===== src/rtl/stim_handshake_gen.sv =====
// stim_handshake_gen: burst traffic source over validdata/acknowledge
// with run-time pattern select, inter-word gap, ack timeout and retry.
module stim_handshake_gen #(
    parameter int WIDTH = 8,
    parameter int NUM_WORDS = 4,
    parameter int GAP_CYCLES = 1,
    parameter int TIMEOUT = 8,
    parameter int MAX_RETRY = 2,
    parameter logic [WIDTH-1:0] LFSR_POLY = 8'hB8
) (
    input  logic                           clk,
    input  logic                           rst,
    input  logic                           start,
    input  logic [1:0]                     mode,
    input  logic [WIDTH-1:0]               seed,
    input  logic                           acknowledge,
    output logic                           validdata,
    output logic [WIDTH-1:0]               data,
    output logic                           busy,
    output logic                           done,
    output logic                           error,
    output logic [$clog2(NUM_WORDS+1)-1:0] sent_count
);

    localparam int CW = $clog2(NUM_WORDS + 1);
    localparam int TW = $clog2(TIMEOUT + 1);
    localparam int RW = (MAX_RETRY > 0) ? $clog2(MAX_RETRY + 1) : 1;
    localparam int GW = (GAP_CYCLES > 0) ? $clog2(GAP_CYCLES + 1) : 1;
    localparam logic [CW-1:0] LAST  = CW'(NUM_WORDS - 1);
    localparam logic [TW-1:0] TLAST = TW'(TIMEOUT - 1);
    localparam logic [RW-1:0] RMAX  = RW'(MAX_RETRY);
    localparam logic [GW-1:0] GLAST = GW'((GAP_CYCLES > 0) ? GAP_CYCLES - 1 : 0);
    localparam logic [WIDTH-1:0] ONE = {{(WIDTH-1){1'b0}}, 1'b1};

    typedef enum logic [2:0] {
        S_IDLE, S_SEND, S_GAP, S_RETRY, S_DONE, S_ERROR
    } state_t;

    state_t           state, state_n;
    logic [WIDTH-1:0] data_n, seed_q, seed_n;
    logic [WIDTH-1:0] next_word, first_word;
    logic [1:0]       mode_q, mode_n;
    logic [CW-1:0]    cnt_n;
    logic [TW-1:0]    tmo_q, tmo_n;
    logic [RW-1:0]    rty_q, rty_n;
    logic [GW-1:0]    gap_q, gap_n;

    always_comb begin
        first_word = seed;
        if (mode == 2'd3)
            first_word = ONE;
        else if (mode == 2'd2 && seed == '0)
            first_word = ONE;
    end

    always_comb begin
        next_word = data;
        unique case (mode_q)
            2'd0: next_word = data + ONE;
            2'd1: next_word = seed_q;
            2'd2: next_word = data[0] ? ((data >> 1) ^ LFSR_POLY) : (data >> 1);
            default: next_word = {data[WIDTH-2:0], data[WIDTH-1]};
        endcase
    end

    always_comb begin
        state_n = state;
        data_n  = data;
        cnt_n   = sent_count;
        tmo_n   = tmo_q;
        rty_n   = rty_q;
        gap_n   = gap_q;
        mode_n  = mode_q;
        seed_n  = seed_q;
        unique case (state)
            S_IDLE, S_ERROR: begin
                if (start) begin
                    state_n = S_SEND;
                    mode_n  = mode;
                    seed_n  = first_word;
                    data_n  = first_word;
                    cnt_n   = '0;
                    tmo_n   = '0;
                    rty_n   = '0;
                    gap_n   = '0;
                end
            end
            S_SEND: begin
                // an ack on the timeout edge still counts as a transfer
                if (acknowledge) begin
                    cnt_n = sent_count + 1'b1;
                    tmo_n = '0;
                    rty_n = '0;
                    if (sent_count == LAST) begin
                        state_n = S_DONE;
                    end else begin
                        data_n  = next_word;
                        gap_n   = '0;
                        state_n = (GAP_CYCLES == 0) ? S_SEND : S_GAP;
                    end
                end else if (tmo_q == TLAST) begin
                    tmo_n   = '0;
                    state_n = (rty_q == RMAX) ? S_ERROR : S_RETRY;
                end else begin
                    tmo_n = tmo_q + 1'b1;
                end
            end
            S_GAP: begin
                if (gap_q == GLAST)
                    state_n = S_SEND;
                else
                    gap_n = gap_q + 1'b1;
            end
            S_RETRY: begin
                rty_n   = rty_q + 1'b1;
                state_n = S_SEND;
            end
            S_DONE:  state_n = S_IDLE;
            default: state_n = S_IDLE;
        endcase
    end

    always_ff @(posedge clk or negedge rst) begin
        if (!rst) begin
            state      <= S_IDLE;
            data       <= '0;
            seed_q     <= '0;
            mode_q     <= '0;
            sent_count <= '0;
            tmo_q      <= '0;
            rty_q      <= '0;
            gap_q      <= '0;
            validdata  <= 1'b0;
            busy       <= 1'b0;
            done       <= 1'b0;
            error      <= 1'b0;
        end else begin
            state      <= state_n;
            data       <= data_n;
            seed_q     <= seed_n;
            mode_q     <= mode_n;
            sent_count <= cnt_n;
            tmo_q      <= tmo_n;
            rty_q      <= rty_n;
            gap_q      <= gap_n;
            validdata  <= (state_n == S_SEND);
            busy       <= (state_n != S_IDLE) && (state_n != S_ERROR);
            done       <= (state_n == S_DONE);
            error      <= (state_n == S_ERROR);
        end
    end

endmodule


===== config.mk =====
export PLATFORM = sky130hd
export DESIGN_NAME = stim_handshake_gen
export DESIGN_NICKNAME = d
export VERILOG_FILES = /design/src/rtl/stim_handshake_gen.sv
export SDC_FILE = /design/constraint.sdc
export NUM_CORES = 1
export LEC_CHECK = 0
export ABC_AREA = 0
export CAP_MARGIN = 20
export CORE_MARGIN = 2
export CORE_UTILIZATION = 58
export DETAILED_ROUTE_END_ITERATION = 10
export PLACE_DENSITY = 0.92
export REMOVE_ABC_BUFFERS = 1
export SYNTH_ARGS = -nofsm -noshare
export SYNTH_HDL_FRONTEND = slang
export SYNTH_SLANG_ARGS = --single-unit

===== constraint.sdc =====
create_clock -name clk -period 3.2 [get_ports clk]
set_clock_uncertainty 0.1 [all_clocks]
set_input_delay 0.32 -clock clk [delete_from_list [all_inputs] [get_ports clk]]
set_output_delay 0.32 -clock clk [all_outputs]
set_load 0.1 [all_outputs]

Word level (Yosys, flattened, before mapping)
Index checks and enable logic that the tools add are counted.

Register bits: 35. Bits in latches: 0. Memory bits (writable): 0. Bits in read-only memories: 0. Bits of input ports: 14. Memories kept: 0.

Add/subtract/negate cells: 5. Multipliers: 0. Divide/modulo/power cells: 0. $lt $le $gt $ge: 0. Equal/unequal tests: 18. Shift operators: 0. Muxes and demuxes: 30. Bitwise operators: 1. Reduce and logical (&&, ||, !) cells: 16.

Operator list (count): $mux 8 (6); $mux 3 (8); $pmux 8 s3 (1); $pmux 8 s2 (1); $mux 4 (3); $pmux 3 s4 (1); $eq 3x2->1 const B (3); $eq 3x3->1 const B (3); $reduce_bool 3->1 (3); $add 8x1->8 const B (1); $eq 2x2->1 const B (4); $logic_not 8->1 (1); $pmux 4 s2 (1); $reduce_and 4->1 (2); $eq 3x1->1 const B (2); $ne 2x2->1 const B (3); $pmux 2 s3 (1); $pmux 3 s2 (1); $reduce_and 3->1 (2); $add 4x1->4 const B (1); $eq 4x3->1 const B (1); $mux 1 (4); $mux 2 (2); $not 3->4 (1); other kinds (12) (14).

Depth between registers and ports, before layout
Depth in word-level cells: 7. Mapped depth: 7.

Least setup slack after synthesis
OpenSTA, ideal clock, no wires.

Path kind: register to register. Start: register sent_count[0]. End: register data[7]. Library setup time: 0.095 ns. Arrival time: 2.317 ns. Data required time: 3.005 ns. Path slack: 0.687 ns. Stages on the path, launching flop included: 8. Path buffers: 0. Period minus slack after synthesis: 2.513 ns. Cell sequence: dfrtp_1 -> ha_1 -> ha_1 -> nor3b_2 -> o21ai_1 -> a211oi_4 -> a22oi_1 -> o31ai_1.

Cells in the longest elaborated chain, start to end: 3.

Ends and longest elaborated chain: start, declared (line 22) `output logic [$clog2(NUM_WORDS+1)-1:0] sent_count`; start signal, assigned (line 142) `sent_count <= cnt_n;`; $eq 3x2->1 (line 94) `if (sent_count == LAST) begin`; $ne 2x2->1 (no source line); $reduce_and 4->1 (no source line); end signal, assigned (line 139) `data <= data_n;`; end, declared (line 18) `output logic [WIDTH-1:0] data,`.

No other way between the ends. A chain may end at the register's enable or synchronous reset.

Worst setup path in the final report
Start: register sent_count[0]. End: output sent_count[0].

No word-level cell between the ends.

==> qor.json <==
{
  "relative_slew_slack_pct": 34.4,
  "hold_class": "input pin to asynchronous set/reset pin",
  "arrival_ps": 1910,
  "final_cell_area_um2": 2340,
  "r2r_setup_slack_ps": 1030,
  "nNetsFinal": 249,
  "die_area_um2": 3960,
  "die_w_um": 62.9,
  "wl_per_cell_um": 15.9,
  "setup.worst_path.start_class": "register",
  "synth_cell_type_count": 52,
  "slew_viol_final": 0,
  "synth-main-ff-cell": "dfrtp_1",
  "postSynthCellCount": 204,
  "worstReg2RegStart": "sent_count[0]",
  "cp_slowest_cell": "clkdlybuf4s50_1",
  "worst_tran_pin_value_ps": 981,
  "cts_buffer_depth": 2,
  "fp.coreArea_um2": 3340,
  "filler_cell_count": 237,
  "cts.root.buffer_cell": "clkbuf_4",
  "antenna_violations_before_repair": 0,
  "totalWireLength_um": 4410,
  "clk-insertion-delay-late_ps": 340,
  "yosys_warnings": 0,
  "required_ps": 2780,
  "htreeDepth": 2,
  "worstReg2RegEnd": "data[7]",
  "routabilityCongestion": 0.848,
  "postSynthRegisterBits": 34,
  "grt_overflow": 0,
  "worstPathCellList": "clkdlybuf4s50_1",
  "largest_fanout_on_the_critical_path": 5,
  "floorplan.die.height_um": 62.9,
  "post_cts_setup_buffers": 0,
  "rsz0062_at_grt": "no",
  "routed-via-count": 1660,
  "setup_viol": 0,
  "place_area_um2": 2280,
  "fp-row-count": 21,
  "max_cap_violations": 0,
  "synth_enable_flop_cells": 0,
  "pin_count_of_the_biggest_net_entering_global_routing": 35,
  "syn_to_final_growth_pct": 16.4,
  "tritoncts.num_buffers": 5,
  "clkSinkCount": 34,
  "n_antenna_cell": 0,
  "detailedPlacementHpwl_um": 3270,
  "drtPass1Iterations": 4,
  "antenna_left": 0,
  "fin_tns_setup_ps": 0,
  "avgSynthCellArea_um2": 9.86,
  "start_util_pct": 60.3,
  "hold-worst-slack_ps": 268,
  "number_of_global_route_vias_before_repair": 1574,
  "async_reset_ff_share_pct": 100,
  "grt_first_pass_wirelength_um": 7720,
  "hold_viol": 0,
  "layout_commonest_cell": "dfrtp_1",
  "drtIter0Drc": 157,
  "drc": 0,
  "drive_above_1_share_pct": 12.6,
  "worst-r2r-cell-count": 7,
  "top_level_ports": 29,
  "post_cts.resized_instances": 0,
  "ctsHoldBuffers": 0,
  "timing.fmax_mhz": 429,
  "path_class": "register to output pin",
  "io_buffer_count": 28,
  "family_with_the_most_delay_on_the_worst_path": "buffers and inverters",
  "syn_area_um2": 2010,
  "mostFrequentLayoutCells": "dfrtp_1, clkdlybuf4s50_1, nand2_1",
  "outcome": "complete, no violations",
  "track_usage_pct": 25.4,
  "worst_setup_path_end_kind": "output pin",
  "critPathMaxStageDelay_ps": 1150,
  "cts_tree": "done",
  "seq_area_frac_synth_pct": 42.3,
  "clock_slew_at_the_register_clock_pins_of_the_worst_setup_and_hold_paths_ps": 100,
  "period_needed_ps": 2330,
  "buffers_and_inverters_on_the_worst_path": 1,
  "avgViaCountPerCell": 5.99,
  "final_core_occ_pct": 70.2,
  "fin_crit_sh_pct": 72.9,
  "worst-path-stages": 1
}
[sequential cells by signal, indices dropped and copies added (netlist names)]
name and cells:
sent_count 3, rty_q 2, tmo_q 4, done 1
state 3, data 8, seed_q 8, busy 1
validdata 1, error 1, mode_q 2
[final cells by class]
cell class              count  area [um^2]  area share (%)
multi-input cells         149         1060            45.1
flip-flops and latches     34          851            36.3
repair buffers             31          283            12.1
well taps                  46         57.6            2.46
clock buffers               7         55.1            2.35
inverters                   9         33.8            1.44
clock inverters             1         5.00           0.214
[cell families (layout without fill, tap and decap cells)]
| group | after synthesis | in the layout | synth area share [%] |
|---|---|---|---|
| flops | 34 | 34 | 42.3 |
| mux | 10 | 10 | 7.84 |
| xor+xnor | 10 | 10 | 4.35 |
| buf+inv | 21 | 48 | 5.22 |
| fa+ha+maj | 5 | 5 | 3.11 |
| simple gates | 71 | 71 | 18.3 |
| compound gates | 53 | 53 | 18.9 |
[cells in the mapped netlist (5+ instances only)]
cell     number  area (um^2)
a21oi_1       8         40.0
a22o_1        7         61.3
buf_2         6         30.0
dfrtp_1      34          851
ha_1          5         62.6
inv_1         9         33.8
nand2_1      17         63.8
nand3_1      11         55.1
nor2_1       15         56.3
nor2b_1       5         31.3
o21ai_1      10         50.1
xor2_1        8         70.1
[worst max path at each step]
stage | startpoint | end | slack, ps
2_1_floorplan | sent_count[0] | data[7] | 690
3_3_place_gp | acknowledge | data[7] | 890
3_5_place_dp | acknowledge | data[7] | 840
4_1_cts | sent_count[0] | sent_count[0] | 840
5_1_grt | sent_count[0] | sent_count[0] | 780
6_report | sent_count[0] | sent_count[0] | 870
[per-layer routing]
metal | routed length, um | global-route usage (%) | vias to the layer above
li1 | - | - | 789
met1 | 2030 | 37.2 | 807
met2 | 2010 | 35.4 | 56
met3 | 286 | 6.67 | 8
met4 | 74 | 11.4 | 0
met5 | 0 | 0 | -
[stage by stage]
| step | setup slack, ps | cells |
|---|---|---|
| detailed placement | 841 | 269 |
| global placement | 886 | 269 |
| floorplan | 687 | 192 |
| CTS | 843 | 277 |
| finish | 867 | 277 |
| global route | 784 | 277 |
Power is not shown: default switching activity piles up to over one toggle a cycle in this logic, so the estimate is an artifact.
==> patch, RTL diff (same settings) <==
Remove the case item `2'd0` of the case on `mode_q`.
--- a/src/rtl/stim_handshake_gen.sv
+++ b/src/rtl/stim_handshake_gen.sv
@@ -56,7 +56,6 @@
     always_comb begin
         next_word = data;
         unique case (mode_q)
-            2'd0: next_word = data + ONE;
             2'd1: next_word = seed_q;
             2'd2: next_word = data[0] ? ((data >> 1) ^ LFSR_POLY) : (data >> 1);
             default: next_word = {data[WIDTH-2:0], data[WIDTH-1]};
Check against the original RTL: not equivalent (Yosys sat finds a counterexample within 4 cycles, from zero or initial values and one cycle with rst low).
==> patch against the original RTL <==
  * Setup slack got worse by 0.048 ns
  * Critical path type unchanged
  * Final area fell by 8.9%
  * Via count fell by 11%
  * Critical endpoint is now data[1]
  * Non-clock buffer count fell by 1
  * Synthesized area fell by 10%
  * Sequential cell count did not move
  * Largest cell class unchanged
  * Routed wire length fell by 9.0%
Power is not shown: default switching activity piles up to over one toggle a cycle in this logic, so the estimate is an artifact.
==> patch: results (changes against the original RTL) <==
| Metric | Value |
|---|---|
| Top FF cell, synth | dfrtp_1 (unchanged) |
| Gr usage total | 0.250 (was 0.254) |
| Synth area leaders | dfrtp_1 (47%), mux2_2 (6.9%), o21ai_0 (6.6%), nand2_1 (4.6%), ha_1 (4.2%) (was dfrtp_1 (42%), xor2_1 (3.5%), mux4_2 (3.4%), nand2_1 (3.2%), ha_1 (3.1%)) |
| Fill cells | 232 (was 237) |
| CP Data Arrival Time | 1.96 ns (was 1.91 ns) |
| Ys async rst share | 1.00 (unchanged) |
| Register area share after synthesis | 0.471 (was 0.423) |
| First-pass GRT wire length | 6580 um (was 7720 um) |
| Cell variety after synth | 40 (was 52) |
| Vias in the first global route | 1,478 (was 1,574) |
| # diodes | 0 (unchanged) |
| DRT iter0 DRCs | 77 (was 157) |
| Final wirelength | 4010 um (was 4410 um) |
| Clock Latency Late Sink | 0.35 ns |
| Clk slew on worst S/H paths | 0.11 ns |
| Outcome | finished clean (unchanged) |
| FF-to-FF path depth | 3 (was 7) |
| Slew of the pin with the lowest slew margin | 0.982 ns (was 0.981 ns) |
| GPL Wtd Cong | 0.927 (was 0.848) |
| Post-DP HPWL | 2900 um (was 3270 um) |
| Synth cell count leaders | dfrtp_1 (34), o21ai_0 (24), nand2_1 (22), mux2_2 (11), inv_1 (7) (was dfrtp_1 (34), nand2_1 (17), nor2_1 (15), nand3_1 (11), o21ai_1 (10)) |
| Share of layout cells above drive strength 1 | 0.155 (was 0.126) |
| CP max FO | 4 (was 5) |
| Post-CTS Setup Repair Bufs | 0 (unchanged) |
| Drt pass-1 iters | 4 (unchanged) |
| Worst hold-check path type | in -> async (unchanged) |
| FF-to-FF setup slack | 1.16 ns (was 1.03 ns) |
| Largest net degree at the start of global routing | 35 (unchanged) |
| Final nets | 219 (was 249) |
| Port Buf Inserts | 28 (unchanged) |
| Vias/cell | 6.31 (was 5.99) |
==> patch: cell families (layout without fill, tap and decap cells) <==
| logic type | after synthesis | count (layout) | share of synthesized area |
|---|---|---|---|
| compound gates | 54 | 54 | 0.211 |
| mux | 13 | 13 | 0.0824 |
| simple gates | 42 | 42 | 0.119 |
| fa+ha+maj | 6 | 6 | 0.0416 |
| flops | 34 | 34 | 0.471 |
| xor+xnor | 6 | 6 | 0.0291 |
| buf+inv | 18 | 45 | 0.0464 |
==> patch: area by class of cell <==
cell class	instances	area, sq um	area share
multi-input cells	121	872	0.409
flip-flops and latches	34	851	0.399
repair buffers	30	283	0.133
clock buffers	7	55.1	0.0258
well taps	33	41.3	0.0194
inverters	7	26.3	0.0123
clock inverters	1	5.00	0.00235
==> patch: layer usage <==
| metal | vias to the layer above | GRT usage | part of all wire |
|---|---|---|---|
| li1 | 682 | - | - |
| met1 | 727 | 0.299 | 0.41 |
| met2 | 52 | 0.429 | 0.51 |
| met3 | 10 | 0.0606 | 0.043 |
| met4 | 0 | 0.102 | 0.029 |
| met5 | - | 0 | 0 |
==> patch: through the flow <==
stage / setup slack (ns) / cell area (sq um) / cells / util / hold WS, ns
floorplan: 0.876 / 1750 / 162 / - / -0.0756
global placement: 0.928 / 2070 / 225 / 0.690 / 0.366
detailed placement: 0.857 / 2070 / 225 / 0.690 / 0.375
CTS: 0.825 / 2130 / 233 / 0.710 / 0.258
global route: 0.780 / 2130 / 233 / 0.710 / 0.283
finish: 0.819 / 2130 / 233 / 0.710 / 0.253
==> patch: final timing paths <==
check                              start       endpoint
worst max-delay path             data[1]        data[1]
worst max register to register  state[0]      mode_q[1]
max in group asynchronous            rst      mode_q[1]
worst min register to register  rty_q[0]       rty_q[0]
worst min-delay path                 rst  sent_count[1]
min in group clk                rty_q[0]       rty_q[0]
